==> src/rtl/btb_update_scheduler_if.sv <==
// Update/write-port bundle for btb_update_scheduler: branch-resolution handshake
// from execute plus the BTB single write port driven toward the table.
interface btb_update_scheduler_if #(
  parameter int unsigned ADDR_W = 32,
  parameter int unsigned IDX_W  = 4
);
  logic              upd_valid;
  logic              upd_ready;
  logic [ADDR_W-1:0] upd_pc;
  logic [ADDR_W-1:0] upd_target;
  logic              upd_taken;

  logic              btb_we;
  logic [IDX_W-1:0]  btb_index;
  logic [ADDR_W-1:0] btb_pc;
  logic [ADDR_W-1:0] btb_target;
  logic              btb_valid;

  // Execute-side requester and BTB storage as seen from outside the scheduler
  modport master (
    output upd_valid, upd_pc, upd_target, upd_taken,
    input  upd_ready,
    input  btb_we, btb_index, btb_pc, btb_target, btb_valid
  );

  modport slave (
    input  upd_valid, upd_pc, upd_target, upd_taken,
    output upd_ready,
    output btb_we, btb_index, btb_pc, btb_target, btb_valid
  );
endinterface

==> src/rtl/btb_update_scheduler.sv <==
// Owns the BTB write port: queues branch resolutions and runs full-table invalidate sweeps.
// Optional BTB_NOTTAKEN_INVAL_EN: not-taken resolutions evict their entry instead of being dropped.
module btb_update_scheduler #(
  parameter int unsigned ADDR_W  = 32,
  parameter int unsigned ENTRIES = 16,
  parameter int unsigned QDEPTH  = 4,
  localparam int unsigned IDX_W  = $clog2(ENTRIES),
  localparam int unsigned QPTR_W = $clog2(QDEPTH),
  localparam int unsigned QCNT_W = QPTR_W + 1
) (
  input  logic                  clk,
  input  logic                  reset,
  btb_update_scheduler_if.slave bus,
  input  logic                  flush_req,
  output logic                  flush_busy,
  output logic                  flush_done,
  output logic                  btb_lookup_en,
  output logic [QCNT_W-1:0]     q_count
);

  typedef struct packed {
    logic [IDX_W-1:0]  index;
    logic [ADDR_W-1:0] pc;
    logic [ADDR_W-1:0] target;
    logic              valid;
  } wr_t;

  typedef enum logic [1:0] {S_RUN, S_FLUSH, S_DONE} state_t;

  state_t            state_q, state_d;
  logic [IDX_W-1:0]  cnt_q, cnt_d;
  logic [QPTR_W-1:0] wptr_q, wptr_d, rptr_q, rptr_d;
  logic [QCNT_W-1:0] count_q, count_d, remain;
  wr_t               mem [QDEPTH];
  wr_t               out_q, out_d, new_e;
  logic              we_q, we_d;
  logic              busy_q, busy_d;
  logic              done_q, done_d;
  logic              lookup_q, lookup_d;
  logic              ready_c, push, pop, keep;

  // Entry formed from the incoming resolution and whether it is worth a write
  always_comb begin
    new_e.index = bus.upd_pc[IDX_W-1:0];
    new_e.pc    = bus.upd_pc;
`ifdef BTB_NOTTAKEN_INVAL_EN
    new_e.target = bus.upd_taken ? bus.upd_target : '0;
    new_e.valid  = bus.upd_taken;
    keep         = 1'b1;
`else
    new_e.target = bus.upd_target;
    new_e.valid  = 1'b1;
    keep         = bus.upd_taken;
`endif
  end

  // Next-state, FIFO bookkeeping and next registered write-port values
  always_comb begin
    state_d  = state_q;
    cnt_d    = cnt_q;
    wptr_d   = wptr_q;
    rptr_d   = rptr_q;
    count_d  = count_q;
    remain   = count_q;
    out_d    = '0;
    we_d     = 1'b0;
    busy_d   = 1'b0;
    done_d   = 1'b0;
    ready_c  = 1'b0;
    push     = 1'b0;
    pop      = 1'b0;

    unique case (state_q)
      S_RUN: begin
        ready_c = (count_q < QCNT_W'(QDEPTH)) && !flush_req;
        if (flush_req) begin
          // Stale queued updates are discarded; sweep index 0 goes out next cycle
          state_d = S_FLUSH;
          cnt_d   = '0;
          wptr_d  = '0;
          rptr_d  = '0;
          count_d = '0;
          we_d    = 1'b1;
          busy_d  = 1'b1;
        end else begin
          push    = bus.upd_valid && ready_c && keep;
          pop     = (count_q != '0);
          rptr_d  = rptr_q + QPTR_W'(pop);
          wptr_d  = wptr_q + QPTR_W'(push);
          remain  = count_q - QCNT_W'(pop);
          count_d = remain + QCNT_W'(push);
          // The FIFO head is mirrored into the output register each cycle
          if (count_d != '0) begin
            we_d  = 1'b1;
            out_d = (remain != '0) ? mem[rptr_d] : new_e;
          end
        end
      end

      S_FLUSH: begin
        busy_d = 1'b1;
        if (cnt_q == IDX_W'(ENTRIES - 1)) begin
          state_d = S_DONE;
          done_d  = 1'b1;
        end else begin
          cnt_d       = cnt_q + IDX_W'(1);
          we_d        = 1'b1;
          out_d.index = cnt_d;
        end
      end

      S_DONE: begin
        state_d = S_RUN;
      end

      default: begin
        state_d = S_RUN;
      end
    endcase

    lookup_d = !busy_d;
  end

  // State and output registers
  always_ff @(posedge clk) begin
    if (reset) begin
      state_q  <= S_RUN;
      cnt_q    <= '0;
      wptr_q   <= '0;
      rptr_q   <= '0;
      count_q  <= '0;
      out_q    <= '0;
      we_q     <= 1'b0;
      busy_q   <= 1'b0;
      done_q   <= 1'b0;
      lookup_q <= 1'b1;
    end else begin
      state_q  <= state_d;
      cnt_q    <= cnt_d;
      wptr_q   <= wptr_d;
      rptr_q   <= rptr_d;
      count_q  <= count_d;
      out_q    <= out_d;
      we_q     <= we_d;
      busy_q   <= busy_d;
      done_q   <= done_d;
      lookup_q <= lookup_d;
    end
  end

  // Queue storage needs no reset; pointers and count define what is live
  always_ff @(posedge clk) begin
    if (push) begin
      mem[wptr_q] <= new_e;
    end
  end

  assign bus.upd_ready  = ready_c && !reset;
  assign bus.btb_we     = we_q;
  assign bus.btb_index  = out_q.index;
  assign bus.btb_pc     = out_q.pc;
  assign bus.btb_target = out_q.target;
  assign bus.btb_valid  = out_q.valid;
  assign flush_busy     = busy_q;
  assign flush_done     = done_q;
  assign btb_lookup_en  = lookup_q;
  assign q_count        = count_q;

endmodule

==> src/flat_wrapper.sv <==
// flat-port wrapper written by rule: the top's interface ports become plain ports
module btb_update_scheduler_flat 
#(
  parameter int unsigned ADDR_W  = 32,
  parameter int unsigned ENTRIES = 16,
  parameter int unsigned QDEPTH  = 4,
  localparam int unsigned IDX_W  = $clog2(ENTRIES),
  localparam int unsigned QPTR_W = $clog2(QDEPTH),
  localparam int unsigned QCNT_W = QPTR_W + 1
)
  (clk, reset, flush_req, flush_busy, flush_done, btb_lookup_en, q_count, bus_upd_valid, bus_upd_pc, bus_upd_target, bus_upd_taken, bus_upd_ready, bus_btb_we, bus_btb_index, bus_btb_pc, bus_btb_target, bus_btb_valid);
  btb_update_scheduler_if #(.ADDR_W(ADDR_W), .IDX_W((4))) bus_i ();
  input  logic clk;
  input  logic reset;
  input  logic flush_req;
  output logic flush_busy;
  output logic flush_done;
  output logic btb_lookup_en;
  output logic [QCNT_W-1:0] q_count;
  input wire logic [$bits(bus_i.upd_valid)-1:0] bus_upd_valid;
  input wire logic [$bits(bus_i.upd_pc)-1:0] bus_upd_pc;
  input wire logic [$bits(bus_i.upd_target)-1:0] bus_upd_target;
  input wire logic [$bits(bus_i.upd_taken)-1:0] bus_upd_taken;
  output wire logic [$bits(bus_i.upd_ready)-1:0] bus_upd_ready;
  output wire logic [$bits(bus_i.btb_we)-1:0] bus_btb_we;
  output wire logic [$bits(bus_i.btb_index)-1:0] bus_btb_index;
  output wire logic [$bits(bus_i.btb_pc)-1:0] bus_btb_pc;
  output wire logic [$bits(bus_i.btb_target)-1:0] bus_btb_target;
  output wire logic [$bits(bus_i.btb_valid)-1:0] bus_btb_valid;
  assign bus_i.upd_valid = bus_upd_valid;
  assign bus_i.upd_pc = bus_upd_pc;
  assign bus_i.upd_target = bus_upd_target;
  assign bus_i.upd_taken = bus_upd_taken;
  assign bus_upd_ready = bus_i.upd_ready;
  assign bus_btb_we = bus_i.btb_we;
  assign bus_btb_index = bus_i.btb_index;
  assign bus_btb_pc = bus_i.btb_pc;
  assign bus_btb_target = bus_i.btb_target;
  assign bus_btb_valid = bus_i.btb_valid;
  btb_update_scheduler #(.ADDR_W(ADDR_W), .ENTRIES(ENTRIES), .QDEPTH(QDEPTH)) u_core (.clk(clk), .reset(reset), .bus(bus_i), .flush_req(flush_req), .flush_busy(flush_busy), .flush_done(flush_done), .btb_lookup_en(btb_lookup_en), .q_count(q_count));
endmodule
==> config.mk <==
export PLATFORM = sky130hd
export DESIGN_NAME = btb_update_scheduler_flat
export DESIGN_NICKNAME = d
export VERILOG_FILES = /design/src/rtl/btb_update_scheduler_if.sv /design/src/rtl/btb_update_scheduler.sv /design/src/flat_wrapper.sv
export SDC_FILE = /design/constraint.sdc
export NUM_CORES = 1
export LEC_CHECK = 0
export BUFFER_PORTS_ARGS = -buffer_cell sky130_fd_sc_hd__buf_2
export CORE_MARGIN = 2
export CORE_UTILIZATION = 55
export DETAILED_ROUTE_END_ITERATION = 8
export GPL_ROUTABILITY_DRIVEN = 1
export PLACE_DENSITY = 0.81
export REMOVE_ABC_BUFFERS = 1
export SLEW_MARGIN = 20
export SYNTH_ARGS = -nofsm -noshare
export SYNTH_HDL_FRONTEND = slang
export SYNTH_SLANG_ARGS = --single-unit
==> constraint.sdc <==
create_clock -name clk -period 8.4 [get_ports clk]
set_input_delay 0.42 -clock clk [delete_from_list [all_inputs] [get_ports clk]]
set_output_delay 0.42 -clock clk [all_outputs]
set_load 0.05 [all_outputs]
==> qor.txt <==
CTS tree - done
Area growth syn-to-layout - 16.8%
DP HPWL - 13500 µm
drt first pass iters - 7
Hold Crit Start - bus_upd_target[17]
Worst Skew - 13.5 ps
Worst path max stage delay - 640 ps
RSZ-0062 raised after global routing - false
status - finished clean
wire per inst - 22.6 µm
Die Wd - 154 µm
Crit path max-delay family - compound AO/OA/AOI/OAI gates
pwr/cell area - 268 nW/µm²
cell chain of the critical path - or3_1 -> ha_1 -> inv_1 -> ha_1 -> ha_1 -> xnor3_1 -> a2111oi_4 -> and2_2 -> buf_4 -> a22o_1
WP data arrival - 4120 ps
fraction of layout cells with a size suffix above 1 - 35.7%
Inserted Diodes - 0
ANT nets after route - 0
hold_buf cts - 0
Worst-Skew Late Latency - 500 ps
Top FF cell, synth - edfxtp_1
Nets - 841
post-CTS resize count - 0
Yosys top cell area share - 62.5%
CTS root buf - clkbuf_16
CP required - 8830 ps
PortBufs - 145
most common cell in the synthesized netlist - edfxtp_1
reg2reg start - u_core.q_count[2]
Initial DRC Count - 567
Critical R2R Capture - u_core.bus.btb_target[2]
Row Count - 54
synthesized area per cell - 20.3 µm²
Seq/Total Area, Yosys - 76.5%
CP max FO - 60
Slew Limit Fails - 0
Synth warnings - 0
largest net degree at the start of global routing - 65
fin crit period - 3690 ps
total negative slack - 0 ps
MaxCap Viol Count - 0
vias per cell - 6.01
post-synth cell types - 40
post-synthesis cell count - 606
WHS Endpoint - u_core.mem[2][17]
Worst Tran Pin Value - 1030 ps
GRT Overall Usage - 20.4%
CTS max path bufs - 3
Peak VDD IR - 0.173 mV
Slew HR - 31.1%
Post-CTS Setup Inserts - 0
Period Utilization, post-route - 43.9%
Buf+Inv Stages, Crit Path - 2
Levels on crit path - 10
Layout fillers - 1446
CP dominant cell by count - ha_1
Core Footprint - 21900 µm²
R2R cell count - 10
drc violations - 0
DP Worst Slack - 4760 ps
Synth area leader - edfxtp_1
Post-synth EDFFs - 256
clk slew on worst S/H paths - 60 ps
TritonCTS Sinks - 342
Ports - 146
grt total ovfl - 0
hold path depth - 1
Hold Vio Cnt, Final - 0
Synth area leaders - edfxtp_1 63%, dfxtp_1 14%, mux4_2 12%
Startpoint Class - flop
Num CTS Buffers - 34
critical path endpoint category - flop
Max Freq - 271 MHz
final setup fails - 0
GPL Wtd Cong - 0.838
Seq cells post-synth - 342
reg2reg setup slack - 4710 ps
leakage - 5.14 nW
vias in the first global route - 6848
worst min path class - in -> reg
die area - 23600 µm²
first-pass GRT wire length - 37500 µm
CTS H-tree depth - 2
WS Path Type - reg -> reg
Post-synth ARST share - 0%
slowest library cell on the worst path - buf_4
total routed wirelength - 24200 µm
initial antenna violation count - 0
chip height - 154 µm
setup ws final - 4710 ps
top cells by count, synth - 256 x edfxtp_1, 86 x dfxtp_1, 64 x mux4_2
initial core utilization - 56.2%
synthesized area - 12300 µm²
routed vias - 6420
placed cells by master (no fill, tap or decap), drive strengths merged, types with 2 or more instances in the layout:
master	synthesis	layout
a21oi	9	9
nor3b	4	4
nand3b	4	4
or2	2	2
nor4b	2	2
a22o	60	60
clkinv	0	9
nand3	11	11
inv	6	7
clkinvlp	0	2
nor2	9	9
nand4	3	3
edfxtp	256	256
xor2	3	3
clkbuf	15	45
and2	2	2
mux4	64	64
dfxtp	86	86
bufinv	0	2
o21ai	3	3
nor3	4	4
ha	7	7
a22oi	3	3
nor2b	4	4
buf	17	155
nand2	18	18
registers in the layout (all words and copies together) (netlist names):
register and count:
u_core.btb_lookup_en 1, u_core.bus.btb_index 4, u_core.bus.btb_pc 32, u_core.bus.btb_target 32
u_core.bus.btb_valid 1, u_core.bus.btb_we 1, u_core.cnt_q 4, u_core.flush_busy 1
u_core.flush_done 1, u_core.mem 256, u_core.q_count 3, u_core.rptr_q 2
u_core.state_q 2, u_core.wptr_q 2
routing by layer:
metal / global-route usage [%] / wire length (µm) / share of wire [%] / vias to the layer above
met4: 5.55 / 378 / 1.6 / 0
met3: 4.28 / 1730 / 7.1 / 32
met5: 0 / 0 / 0 / -
li1: - / - / - / 2784
met2: 33.2 / 11900 / 49 / 288
met1: 28.6 / 10200 / 42 / 3316
final cells by class:
cell class | instances | area, µm² | share of cell area [%]
clock buffer | 45 | 963 | 6.71
clock inverter | 14 | 124 | 0.863
inverter | 6 | 22.5 | 0.157
multi-input combinational | 226 | 2690 | 18.7
sequential | 342 | 9410 | 65.5
tap | 280 | 350 | 2.44
timing repair buffer | 155 | 801 | 5.58
metrics by stage:
stage / cells / power, mW / instance area [µm²] / hold slack (ps) / util [%]
after floorplan: 574 / 2.30 / 12100 / 430 / -
after global placement: 1009 / 2.41 / 13300 / 463 / 60.6
after detailed placement: 1009 / 2.43 / 13300 / 494 / 60.6
after CTS: 1068 / 3.88 / 14400 / 126 / 65.6
after global routing: 1068 / 3.98 / 14400 / 140 / 65.6
final: 1068 / 3.85 / 14400 / 147 / 65.6
where the power goes:
part           leakage [nW]  internal, mW  switching (mW)  total, mW
sequential             3.01          1.87          0.0185       1.88
clock                 0.532         0.868           0.595       1.46
combinational          1.60         0.182           0.322      0.504
total                  5.14          2.91           0.936       3.85
how the worst max path moves through the flow:
stage                            startpoint                   endpoint  slack (ps)
final                     u_core.q_count[2]   u_core.bus.btb_target[2]        4710
after global routing      u_core.q_count[2]  u_core.bus.btb_target[20]        4510
after CTS                 u_core.q_count[2]  u_core.bus.btb_target[20]        4720
after detailed placement  u_core.q_count[2]      u_core.bus.btb_pc[22]        4760
after global placement    u_core.q_count[2]      u_core.bus.btb_pc[18]        4870
after floorplan           u_core.q_count[2]           u_core.mem[1][0]        2030
cells by family (layout without fill, tap and decap cells):
| logic type | Yosys count | count (layout) | share of synthesized area [%] |
|---|---|---|---|
| DFF | 342 | 342 | 76.5 |
| buffers and inverters | 38 | 220 | 1.99 |
| and+or+nand+nor | 69 | 69 | 3.01 |
| AOI/OAI and AO/OA | 80 | 80 | 5.46 |
| adders and majority gates | 7 | 7 | 0.712 |
| xor gates and xnor gates | 5 | 5 | 0.468 |
| muxes | 65 | 65 | 11.8 |
(Power assumes the default switching activity.)
